[src/rtl/bus_slave_responder_pkg.sv]
// Shared definitions for the bus slave responder: FSM state encoding,
// request mode values and the device-select width helper.
package bus_slave_responder_pkg;

  typedef enum logic [2:0] {
    ST_IDLE  = 3'd0,
    ST_WAIT  = 3'd1,
    ST_WRITE = 3'd2,
    ST_READ  = 3'd3,
    ST_RESP  = 3'd4
  } state_e;

  localparam logic MODE_READ  = 1'b0;
  localparam logic MODE_WRITE = 1'b1;

  // Wide enough for any practical RD_CYCLES setting.
  localparam int RD_CNT_W = 8;

  function automatic int dev_sel_width(input int addr_w, input int mem_addr_w);
    return addr_w - mem_addr_w;
  endfunction

endpackage

[src/rtl/bus_slave_responder.sv]
// Slave-side responder: accepts one bus request, decodes the device select,
// performs a write or read on the external BRAM and returns a done pulse.
module bus_slave_responder
  import bus_slave_responder_pkg::*;
#(
  parameter int ADDR_WIDTH     = 16,
  parameter int DATA_WIDTH     = 8,
  parameter int MEM_ADDR_WIDTH = 13,
  parameter logic [ADDR_WIDTH-MEM_ADDR_WIDTH-1:0] DEV_SEL = 3'b010,
  parameter int WAIT_STATES    = 0,
  parameter int RD_CYCLES      = 2
) (
  input  logic                      clk,
  input  logic                      rst,
  input  logic                      s_valid,
  input  logic                      s_mode,
  input  logic [ADDR_WIDTH-1:0]     s_addr,
  input  logic [DATA_WIDTH-1:0]     s_wdata,
  output logic                      s_ready,
  output logic                      s_done,
  output logic                      s_err,
  output logic [DATA_WIDTH-1:0]     s_rdata,
  output logic [MEM_ADDR_WIDTH-1:0] mem_addr,
  output logic [DATA_WIDTH-1:0]     mem_wdata,
  output logic                      mem_wen,
  input  logic [DATA_WIDTH-1:0]     mem_rdata
);

  localparam int DSW = dev_sel_width(ADDR_WIDTH, MEM_ADDR_WIDTH);

  state_e                      state_q,     state_d;
  logic                        mode_q,      mode_d;
  logic [3:0]                  wait_cnt_q,  wait_cnt_d;
  logic [RD_CNT_W-1:0]         rd_cnt_q,    rd_cnt_d;
  logic                        s_ready_q,   s_ready_d;
  logic                        s_done_q,    s_done_d;
  logic                        s_err_q,     s_err_d;
  logic [DATA_WIDTH-1:0]       s_rdata_q,   s_rdata_d;
  logic [MEM_ADDR_WIDTH-1:0]   mem_addr_q,  mem_addr_d;
  logic [DATA_WIDTH-1:0]       mem_wdata_q, mem_wdata_d;
  logic                        mem_wen_q,   mem_wen_d;

  logic           accept;
  logic [DSW-1:0] dev_field;
  logic           start_access;
  logic           access_mode;

  assign accept    = s_valid & s_ready_q & (state_q == ST_IDLE);
  assign dev_field = s_addr[ADDR_WIDTH-1:MEM_ADDR_WIDTH];

  always_comb begin
    // NOTE: every _d gets a default before the case so no path leaves it unassigned (no latches).
    state_d      = state_q;
    mode_d       = mode_q;
    wait_cnt_d   = wait_cnt_q;
    rd_cnt_d     = rd_cnt_q;
    s_ready_d    = s_ready_q;
    s_done_d     = 1'b0;
    s_err_d      = s_err_q;
    s_rdata_d    = s_rdata_q;
    mem_addr_d   = mem_addr_q;
    mem_wdata_d  = mem_wdata_q;
    mem_wen_d    = 1'b0;
    start_access = 1'b0;
    access_mode  = MODE_READ;

    unique case (state_q)
      ST_IDLE: begin
        if (accept) begin
          mode_d      = s_mode;
          mem_addr_d  = s_addr[MEM_ADDR_WIDTH-1:0];
          mem_wdata_d = s_wdata;
          s_ready_d   = 1'b0;
          if (dev_field != DEV_SEL) begin
            // Decode miss: answer straight away, never touch the memory.
            state_d   = ST_RESP;
            s_done_d  = 1'b1;
            s_err_d   = 1'b1;
            s_rdata_d = '0;
          end else if (WAIT_STATES > 0) begin
            state_d    = ST_WAIT;
            wait_cnt_d = 4'(WAIT_STATES - 1);
          end else begin
            start_access = 1'b1;
            access_mode  = s_mode;
          end
        end
      end

      ST_WAIT: begin
        if (wait_cnt_q == 4'd0) begin
          start_access = 1'b1;
          access_mode  = mode_q;
        end else begin
          wait_cnt_d = wait_cnt_q - 4'd1;
        end
      end

      ST_WRITE: begin
        state_d  = ST_RESP;
        s_done_d = 1'b1;
        s_err_d  = 1'b0;
      end

      ST_READ: begin
        if (rd_cnt_q == '0) begin
          state_d   = ST_RESP;
          s_done_d  = 1'b1;
          s_err_d   = 1'b0;
          s_rdata_d = mem_rdata;
        end else begin
          rd_cnt_d = rd_cnt_q - RD_CNT_W'(1);
        end
      end

      ST_RESP: begin
        state_d   = ST_IDLE;
        s_ready_d = 1'b1;
      end

      default: begin
        state_d   = ST_IDLE;
        s_ready_d = 1'b1;
      end
    endcase

    // Shared entry into the memory access, reached from IDLE or after WAIT.
    if (start_access) begin
      if (access_mode == MODE_WRITE) begin
        state_d   = ST_WRITE;
        mem_wen_d = 1'b1;
      end else begin
        state_d  = ST_READ;
        rd_cnt_d = RD_CNT_W'(RD_CYCLES - 1);
      end
    end
  end

  // NOTE: sequential state uses non-blocking assignments only, so every flop samples pre-edge values.
  always_ff @(posedge clk or posedge rst) begin
    if (rst) begin
      state_q     <= ST_IDLE;
      mode_q      <= MODE_READ;
      wait_cnt_q  <= 4'd0;
      rd_cnt_q    <= '0;
      s_ready_q   <= 1'b1;
      s_done_q    <= 1'b0;
      s_err_q     <= 1'b0;
      s_rdata_q   <= '0;
      mem_addr_q  <= '0;
      mem_wdata_q <= '0;
      mem_wen_q   <= 1'b0;
    end else begin
      state_q     <= state_d;
      mode_q      <= mode_d;
      wait_cnt_q  <= wait_cnt_d;
      rd_cnt_q    <= rd_cnt_d;
      s_ready_q   <= s_ready_d;
      s_done_q    <= s_done_d;
      s_err_q     <= s_err_d;
      s_rdata_q   <= s_rdata_d;
      mem_addr_q  <= mem_addr_d;
      mem_wdata_q <= mem_wdata_d;
      mem_wen_q   <= mem_wen_d;
    end
  end

  assign s_ready   = s_ready_q;
  assign s_done    = s_done_q;
  assign s_err     = s_err_q;
  assign s_rdata   = s_rdata_q;
  assign mem_addr  = mem_addr_q;
  assign mem_wdata = mem_wdata_q;
  assign mem_wen   = mem_wen_q;

endmodule

[config.mk]
export PLATFORM = sky130hd
export DESIGN_NAME = bus_slave_responder
export DESIGN_NICKNAME = d
export VERILOG_FILES = /design/src/rtl/bus_slave_responder_pkg.sv /design/src/rtl/bus_slave_responder.sv
export SDC_FILE = /design/constraint.sdc
export NUM_CORES = 1
export LEC_CHECK = 0
export BUFFER_PORTS_ARGS = -buffer_cell sky130_fd_sc_hd__buf_2
export CORE_MARGIN = 4
export CORE_UTILIZATION = 51
export DETAILED_ROUTE_END_ITERATION = 8
export PLACE_DENSITY_LB_ADDON = 0.2
export SETUP_SLACK_MARGIN = 0.05
export SLEW_MARGIN = 20
export SYNTH_ARGS = -nofsm -noshare
export SYNTH_HDL_FRONTEND = slang
export SYNTH_SLANG_ARGS = --single-unit
[constraint.sdc]
create_clock -name clk -period 1.85 [get_ports clk]
set_input_delay 0.185 -clock clk [delete_from_list [all_inputs] [get_ports clk]]
set_output_delay 0.185 -clock clk [all_outputs]
set_load 0.01 [all_outputs]
==> summary.md, run 1 <==
The flow ran to the end, and the final reports show no timing, DRC or antenna violations. The tools report the CTS root buffer as sky130_fd_sc_hd__clkbuf_8. The share of Yosys cell area claimed by the top area cell type is 0.531, and the number of antenna violations at the first check in global routing is 0.

The final HPWL from detailed placement was 3.42 mm; the fraction of final layout cells with drive strength greater than 1 was 0.343. The gate count of the mapped netlist is 227, and the core box area is 0.00414 mm2. For this design, the sink count on the clock tree is 49.

The tools report the net count of the finished layout as 342. The run gives 0.00556 mm2 as the area enclosed by the die boundary. In this run the cell area of the synthesized design comes to 0.00226 mm2.

From synthesis to final layout, the design area changed by 21.7%. After routing, the total negative slack on setup checks comes to 0 ns. The mean cell area of the mapped netlist was 9.96 um2; the overall global routing resource usage was 0.180. sky130_fd_sc_hd__dfrtp_1 takes more of the synthesized area than any other cell.

The main flop type after synthesis is sky130_fd_sc_hd__dfrtp_1. For the sequential cell area, the log shows 0.00123 mm2. The worst setup path is of the reg2reg kind. The run gives 5 as the number of buffers inserted during clock tree synthesis.

The tightest min-delay check is of the in2async type. The post-route fraction of the period consumed by the critical path is 0.892, and the total DRC errors in the routed layout is 0. The maximum clock insertion buffer count was 2; the number of placed I/O pins was 69.

The floorplan has 23 rows. After layout, the design draws a total of 3840 uW. STA classifies the critical path startpoint as a register.

The logs give 0.543 for the share of synthesized area occupied by flip-flops and latches and 0 for the number of endpoints with negative hold slack in the final report. The clock reaches the later pin of the worst-skew pair after 0.29 ns. Clock-pin slew was measured on the worst setup and hold paths at 0.08 ns. The routed design could run at a clock period as short as 1.65 ns. STA classifies the critical path endpoint as a register.

The fraction of synthesis flops using an asynchronous set or reset pin was 1.00. In the final layout, the multi-input gates occupy 916 um2. After detailed routing, the average wire length per cell comes to 13.0 um.

The power density over the cells came out at 1400 mW/mm2. After synthesis, the netlist uses 41 different library cells. Setup repair after global routing left no endpoint under its margin.

The remaining antenna violation count after routing is 0, and the reg2reg setup slack is 0.20 ns. The tool flagged a number of max-cap violations equal to 0. The synthesized design contains 49 register bits.

In this run, synthesis inferred 0 flip-flops with an integrated enable. The die boundary height was 74.6 um. For the starting density of the core, the log shows 0.546. Count of input and output buffers: 68. CTS built an H-tree with a depth of 2. For the worst endpoint required time, the log shows 2.08 ns.

The detailed-routing iteration count for the pre-antenna-repair pass was 6. In the layout the commonest cells are 70 x sky130_fd_sc_hd__nand2_1, 68 x sky130_fd_sc_hd__buf_2, 48 x sky130_fd_sc_hd__dfrtp_1, 14 x sky130_fd_sc_hd__inv_1. Sorting the synthesized cells by area gives the leading types as sky130_fd_sc_hd__dfrtp_1 53%, sky130_fd_sc_hd__nand2_1 12%, sky130_fd_sc_hd__o21ai_2 3.1%.

The starting DRC count in detailed routing is 73. The diode insertion count for antenna repair was 0; the chip width was 74.6 um. Between clock sinks in the finished design, the worst skew comes to 0.00546 ns. The library cell used most frequently in the layout, excluding fill and tap cells, is sky130_fd_sc_hd__nand2_1. Setup violations remaining at the end of the flow were counted as 0.

Entering global routing, the biggest net connects 50 pins. The final max-slew violation count came out at 0. For the reported leakage power, the log shows 0.00147 uW.

Derived from the worst setup path, the maximum achievable clock frequency is 0.606 GHz. The run gives 0.601 as the worst slew margin relative to its limit. The tools report the number of global-route vias before repair as 1,744.

Routability-driven placement finished with a final weighted congestion of 0.809. The remaining global-route overflow is 0, and the post-synth net total is 267. The run gives 4.60 mm as the total routed wirelength. The Yosys step of the flow raised 0 warnings.

The number of vias in the routed layout came out at 1,772. The worst-margin pin slew is 0.599 ns, and the first-pass GRT wire length is 7.65 mm. The tools report the critical path data arrival time as 1.88 ns. TritonCTS built the clock tree.

Maximum vdd ir drop: 0.755 mV. The filler cells instantiated in the layout total 346. The detail-routed via count per cell works out to 5.02. Along the worst path, the maximum fanout reaches 8.
-- state kept, by name (all words and copies together) (netlist names) --
register    flops
rd_cnt_q        8
state_q         3
mem_wen         1
mem_wdata       8
wait_cnt_q      4
s_rdata         8
s_err           1
s_ready         1
s_done          1
mode_q          1
mem_addr       13
-- synthesized netlist by cell type (2+ instances only) --
library cell               instances
sky130_fd_sc_hd__a21oi_1           2
sky130_fd_sc_hd__a21oi_2           2
sky130_fd_sc_hd__and2_1            2
sky130_fd_sc_hd__and3_1            2
sky130_fd_sc_hd__buf_2             4
sky130_fd_sc_hd__clkbuf_1          2
sky130_fd_sc_hd__dfrtp_1          48
sky130_fd_sc_hd__ha_1              4
sky130_fd_sc_hd__inv_1            15
sky130_fd_sc_hd__nand2_1          70
sky130_fd_sc_hd__nand2b_1          2
sky130_fd_sc_hd__nand3_1           3
sky130_fd_sc_hd__nand4_1           9
sky130_fd_sc_hd__nor2_1            7
sky130_fd_sc_hd__nor3_1            9
sky130_fd_sc_hd__nor3b_1           2
sky130_fd_sc_hd__nor3b_2           2
sky130_fd_sc_hd__nor4b_1           2
sky130_fd_sc_hd__o21ai_0           3
sky130_fd_sc_hd__o21ai_2           8
sky130_fd_sc_hd__xnor2_1           5
sky130_fd_sc_hd__xor2_1            5
-- cell type report --
type                            count  area share
Multi-Input combinational cell    154       0.333
Sequential cell                    49       0.446
Timing Repair Buffer               77       0.148
Clock inverter                      2     0.00364
Clock buffer                        6      0.0264
Tap cell                           50      0.0227
Inverter                           15      0.0205
-- power by group --
group / total, uW / switching, uW / internal [uW]
Combinational: 1440 / 799 / 642
Clock: 585 / 323 / 262
Sequential: 1820 / 319 / 1500
Total: 3840 / 1440 / 2400
-- cells by family after synthesis --
| group | after synthesis | synth area share |
|---|---|---|
| DFF | 49 | 0.543 |
| AOI/OAI and AO/OA | 20 | 0.0764 |
| adders and majority gates | 4 | 0.0221 |
| buffers and inverters | 24 | 0.0542 |
| and+or+nand+nor | 120 | 0.266 |
| xor gates and xnor gates | 10 | 0.0387 |
-- per-stage QoR --
step / setup WS [ns] / cells / hold slack, ns / cell area (um2) / utilization
global placement: 0.173 / 345 / 0.373 / 2670 / 0.643
floorplan: 0.313 / 227 / 0.290 / 2260 / -
CTS: 0.0550 / 353 / 0.0499 / 2750 / 0.663
detailed placement: 0.132 / 345 / 0.376 / 2670 / 0.643
global route: 0.0693 / 353 / 0.0706 / 2750 / 0.664
finish: 0.200 / 353 / 0.0350 / 2750 / 0.664
-- final timing paths --
kind / start / cells past startpoint / end
min: rst / 3 / mem_addr[12]
min reg2reg: mem_addr[6] / 2 / mem_addr[6]
max: rd_cnt_q[0] / 7 / s_rdata[1]
min in group clk: s_addr[3] / 3 / mem_addr[3]
max in group asynchronous: rst / 3 / state_q[2]
max reg2reg: rd_cnt_q[0] / 7 / s_rdata[1]
-- routing by layer --
metal | routed length [um] | track usage
met1 | 2130 | 0.243
met4 | 45 | 0.0613
met3 | 278 | 0.0459
met5 | 0 | 0
met2 | 2150 | 0.285
-- worst max-delay path, stage by stage, from the launching register on --
cell and delay [ns]:
sky130_fd_sc_hd__dfrtp_1 0.43, sky130_fd_sc_hd__inv_1 0.10, sky130_fd_sc_hd__ha_1 0.14, sky130_fd_sc_hd__nor3b_1 0.29
sky130_fd_sc_hd__and3_1 0.25, sky130_fd_sc_hd__buf_4 0.17, sky130_fd_sc_hd__nand4_1 0.13, sky130_fd_sc_hd__o21ai_2 0.08
-- what timing repair did --
action | 4_1_cts | 5_1_grt
setup endpoints to repair | 0 | 7
resized for setup | 0 | 1
buffers inserted | 0 | 0
hold buffers | 0 | 0
Note: power is estimated with default switching activity, not from simulation.
==> run 2: changes to the inputs <==
--- a/config.mk
+++ b/config.mk
@@ -5,10 +5,10 @@
 export SDC_FILE = /design/constraint.sdc
 export NUM_CORES = 1
 export LEC_CHECK = 0
-export BUFFER_PORTS_ARGS = -buffer_cell sky130_fd_sc_hd__buf_2
 export CORE_MARGIN = 4
-export CORE_UTILIZATION = 51
+export CORE_UTILIZATION = 55
 export DETAILED_ROUTE_END_ITERATION = 8
+export DONT_BUFFER_PORTS = 1
 export PLACE_DENSITY_LB_ADDON = 0.2
 export SETUP_SLACK_MARGIN = 0.05
 export SLEW_MARGIN = 20
==> summary.md, run 2 (synthesis gave the netlist of run 1 again) <==
The run finished with clean final reports. The detailed-routing iteration count for the pre-antenna-repair pass was 4 (-2); the total routed wirelength was 4.77 mm (+3.8%). The tools report the final max-slew violation count as 0 (unchanged).

The final routed wire length divided by cell count was 15.5 um (+19%). Walking the worst path, the cells encountered are nor2b_1, and4_1, a211oi_4, buf_4, nor3_1. Total DRC errors in the routed layout: 0 (unchanged).

Number of vias in the routed layout: 1,636 (-7.7%). The clock-pin slew of the registers on the worst-case setup and hold paths came out at 0.09 ns (about the same). The logs give 101 (+38%) for the starting DRC count in detailed routing and 2 (unchanged) for the H-tree depth. The slowest stage of the critical path is the sky130_fd_sc_hd__dfstp_2 cell. Critical path data arrival time: 1.88 ns (about the same). The starting density of the core was 0.565 (+0.0196); the core box area was 0.00400 mm2 (-3.5%). The reported leakage power was 0.00126 uW (-14%). The clock period minus worst slack works out to 1.67 ns (+0.0176 ns). The remaining global-route overflow is 0 (unchanged). By startpoint and endpoint, the worst setup path is classified as reg2reg. Maximum achievable frequency: 0.599 GHz (-1.1%). The run gives 1,736 (-0.46%) as the number of global-route vias before repair.

The tools report the internal portion of total power as 2230 uW (-7.0%). STA classifies the critical path endpoint as a register. Setup repair after global routing left no endpoint under its margin.

The remaining antenna violation count after routing came out at 0 (unchanged). TritonCTS built the clock tree. Largest fanout on the critical path: 7 (-1).

The top cell family by delay on the critical path is simple AND/OR/NAND/NOR gates. The highest cell delay on the worst timing path came out at 0.59 ns (+0.16 ns). The class of the most critical hold timing path is in2reg. The floorplan row count was 23 (unchanged). The maximum vdd ir drop is 0.810 mV (+7.2%).

The library cells used most frequently in the layout, excluding fill and tap cells, are 70 x sky130_fd_sc_hd__nand2_1, 48 x sky130_fd_sc_hd__dfrtp_1, 22 x sky130_fd_sc_hd__dlygate4sd3_1, 14 x sky130_fd_sc_hd__inv_1. The critical path buffer and inverter count was 1 (-1); the proportion of power drawn by the clock network was 0.167 (+0.015). The detail-routed via count per cell is 5.33 (+6.2%), and the routability congestion estimate is 0.841 (+4.0%). The diode insertion count for antenna repair was 0 (unchanged). The count of input and output buffers was 0 (-100%).

The worst endpoint required time was 2.06 ns (-0.02 ns); the max capacitance violation total was 0 (unchanged). The layout overhead on the synthesized area was 16.9%; the number of endpoints with negative hold slack in the final report was 0 (unchanged). The first-pass GRT wire length was 8.43 mm (+10%).

The fraction of final layout cells with drive strength greater than 1 was 0.144 (-0.199). The maximum clock insertion buffer count is 2 (unchanged). The tools report the combinational group share of total power as 0.287 (-0.088). The number of buffers inserted during clock tree synthesis came out at 5 (unchanged). The most common cell after layout, fill and taps aside is sky130_fd_sc_hd__nand2_1. The post-route fraction of the period consumed by the critical path is 0.902 (+0.00953). The final HPWL from detailed placement came out at 3.15 mm (-7.8%). The number of flip-flops under the largest register name is 13 (unchanged).

For the area enclosed by the die boundary, the log shows 0.00520 mm2 (-6.5%). The worst setup path is launched from a register. The final cell utilization of the core is 0.661 (-0.00363), and the net count of the finished layout is 296 (-13%). The run gives 0.30 ns (about the same) as the clock latency at the later pin of the worst-skew pair. The switching power as a share of total power was 0.390 (+0.0152). The worst-margin pin slew was 0.595 ns (-0.00361 ns).

Die boundary height: 72.1 um (-3.3%). In this run the clock root is driven by a sky130_fd_sc_hd__clkbuf_8. The number of placed I/O pins was 69 (unchanged); the net switching power of the design was 1430 uW (-0.85%).

The count of endpoints failing setup in the final report came out at 0 (unchanged). For the number of antenna violations at the first check in global routing, the log shows 0 (unchanged). The logs give 0.00454 ns (-0.000916 ns) for the worst clock skew and 0 ns (unchanged) for the accumulated negative setup slack.

The logs give 49 (unchanged) for the count of clock tree sinks and 0.602 (+0.000938) for the worst slew margin relative to its limit. Power density over the cells: 1390 mW/mm2 (-0.74%). The overall global routing resource usage is 0.211 (+0.0308), and the chip width is 72.1 um (-3.3%).

The pin count of the biggest net entering global routing was 50 (unchanged). The run gives 0.546 (+0.073) as the sequential share of power.
==> run 2: cell types whose count changed in the layout (fill, tap and decap cells not counted), sizes merged <==
cell         change
clkinv           -2
clkinvlp         +2
buf             -68
dlygate4sd3     +22
==> run 2: final cells by class <==
type | count | area (um2)
Fill cell | 293 | 1360
Sequential cell | 49 | 1230
Multi-Input combinational cell | 154 | 921
Timing Repair Buffer | 31 | 288
Clock buffer | 6 | 72.6
Tap cell | 50 | 62.6
Inverter | 15 | 56.3
Clock inverter | 2 | 15.0
==> run 2: routing by layer <==
layer / GRT usage / wire (um) / vias to the layer above
li1: - / - / 795
met1: 0.279 / 2050 / 776
met2: 0.317 / 2250 / 61
met3: 0.0831 / 417 / 4
met4: 0.0731 / 59 / 0
met5: 0 / 0 / -
==> run 2: what timing repair did <==
action | CTS | global route
hold buffers | 22 | 0
setup endpoints to repair | 0 | 13
hold endpoints to repair | 69 | 0
gates resized for setup | 0 | 2
setup buffers | 0 | 1
==> run 2: worst register-to-register path: cells and delay by family, from the launching register on <==
| family | cells | cell delay [ns] |
|---|---|---|
| and+or+nand+nor | 3 | 0.76 |
| DFF | 1 | 0.59 |
| buffers and inverters | 1 | 0.16 |
| AOI/OAI and AO/OA | 1 | 0.05 |
==> run 2: through the flow <==
step	setup slack, ns	area [um2]	total power (uW)	hold slack, ns	instances
floorplan	0.313	2260	2740	0.290	227
global placement	0.168	2320	2960	0.261	276
detailed placement	0.0894	2320	3000	0.265	276
CTS	0.0707	2630	3660	0.00597	306
global route	0.0671	2640	3960	0.0153	307
finish	0.182	2640	3660	0.00591	307
==> run 2: path summary, 6_finish.rpt <==
check                                   start             to  slack (ns)  cells past startpoint
worst min-delay path                s_addr[2]    mem_addr[2]       0.006                      2
max in group asynchronous                 rst          s_err        0.95                      3
worst min register to register  wait_cnt_q[3]  wait_cnt_q[3]        0.50                      1
worst max-delay path                  s_ready    rd_cnt_q[3]        0.18                      5
worst max register to register        s_ready    rd_cnt_q[3]        0.18                      5
min in group asynchronous                 rst   mem_wdata[0]        0.50                      3
==> run 2: power groups by stage <==
stage          sequential, uW  clock [uW]  combinational [uW]
6_report                 2000         612                1050
5_1_grt                  2060         679                1210
4_1_cts                  2000         631                1030
3_5_place_dp             2000           0                1000
3_3_place_gp             2010           0                 952
2_1_floorplan            1900           0                 835
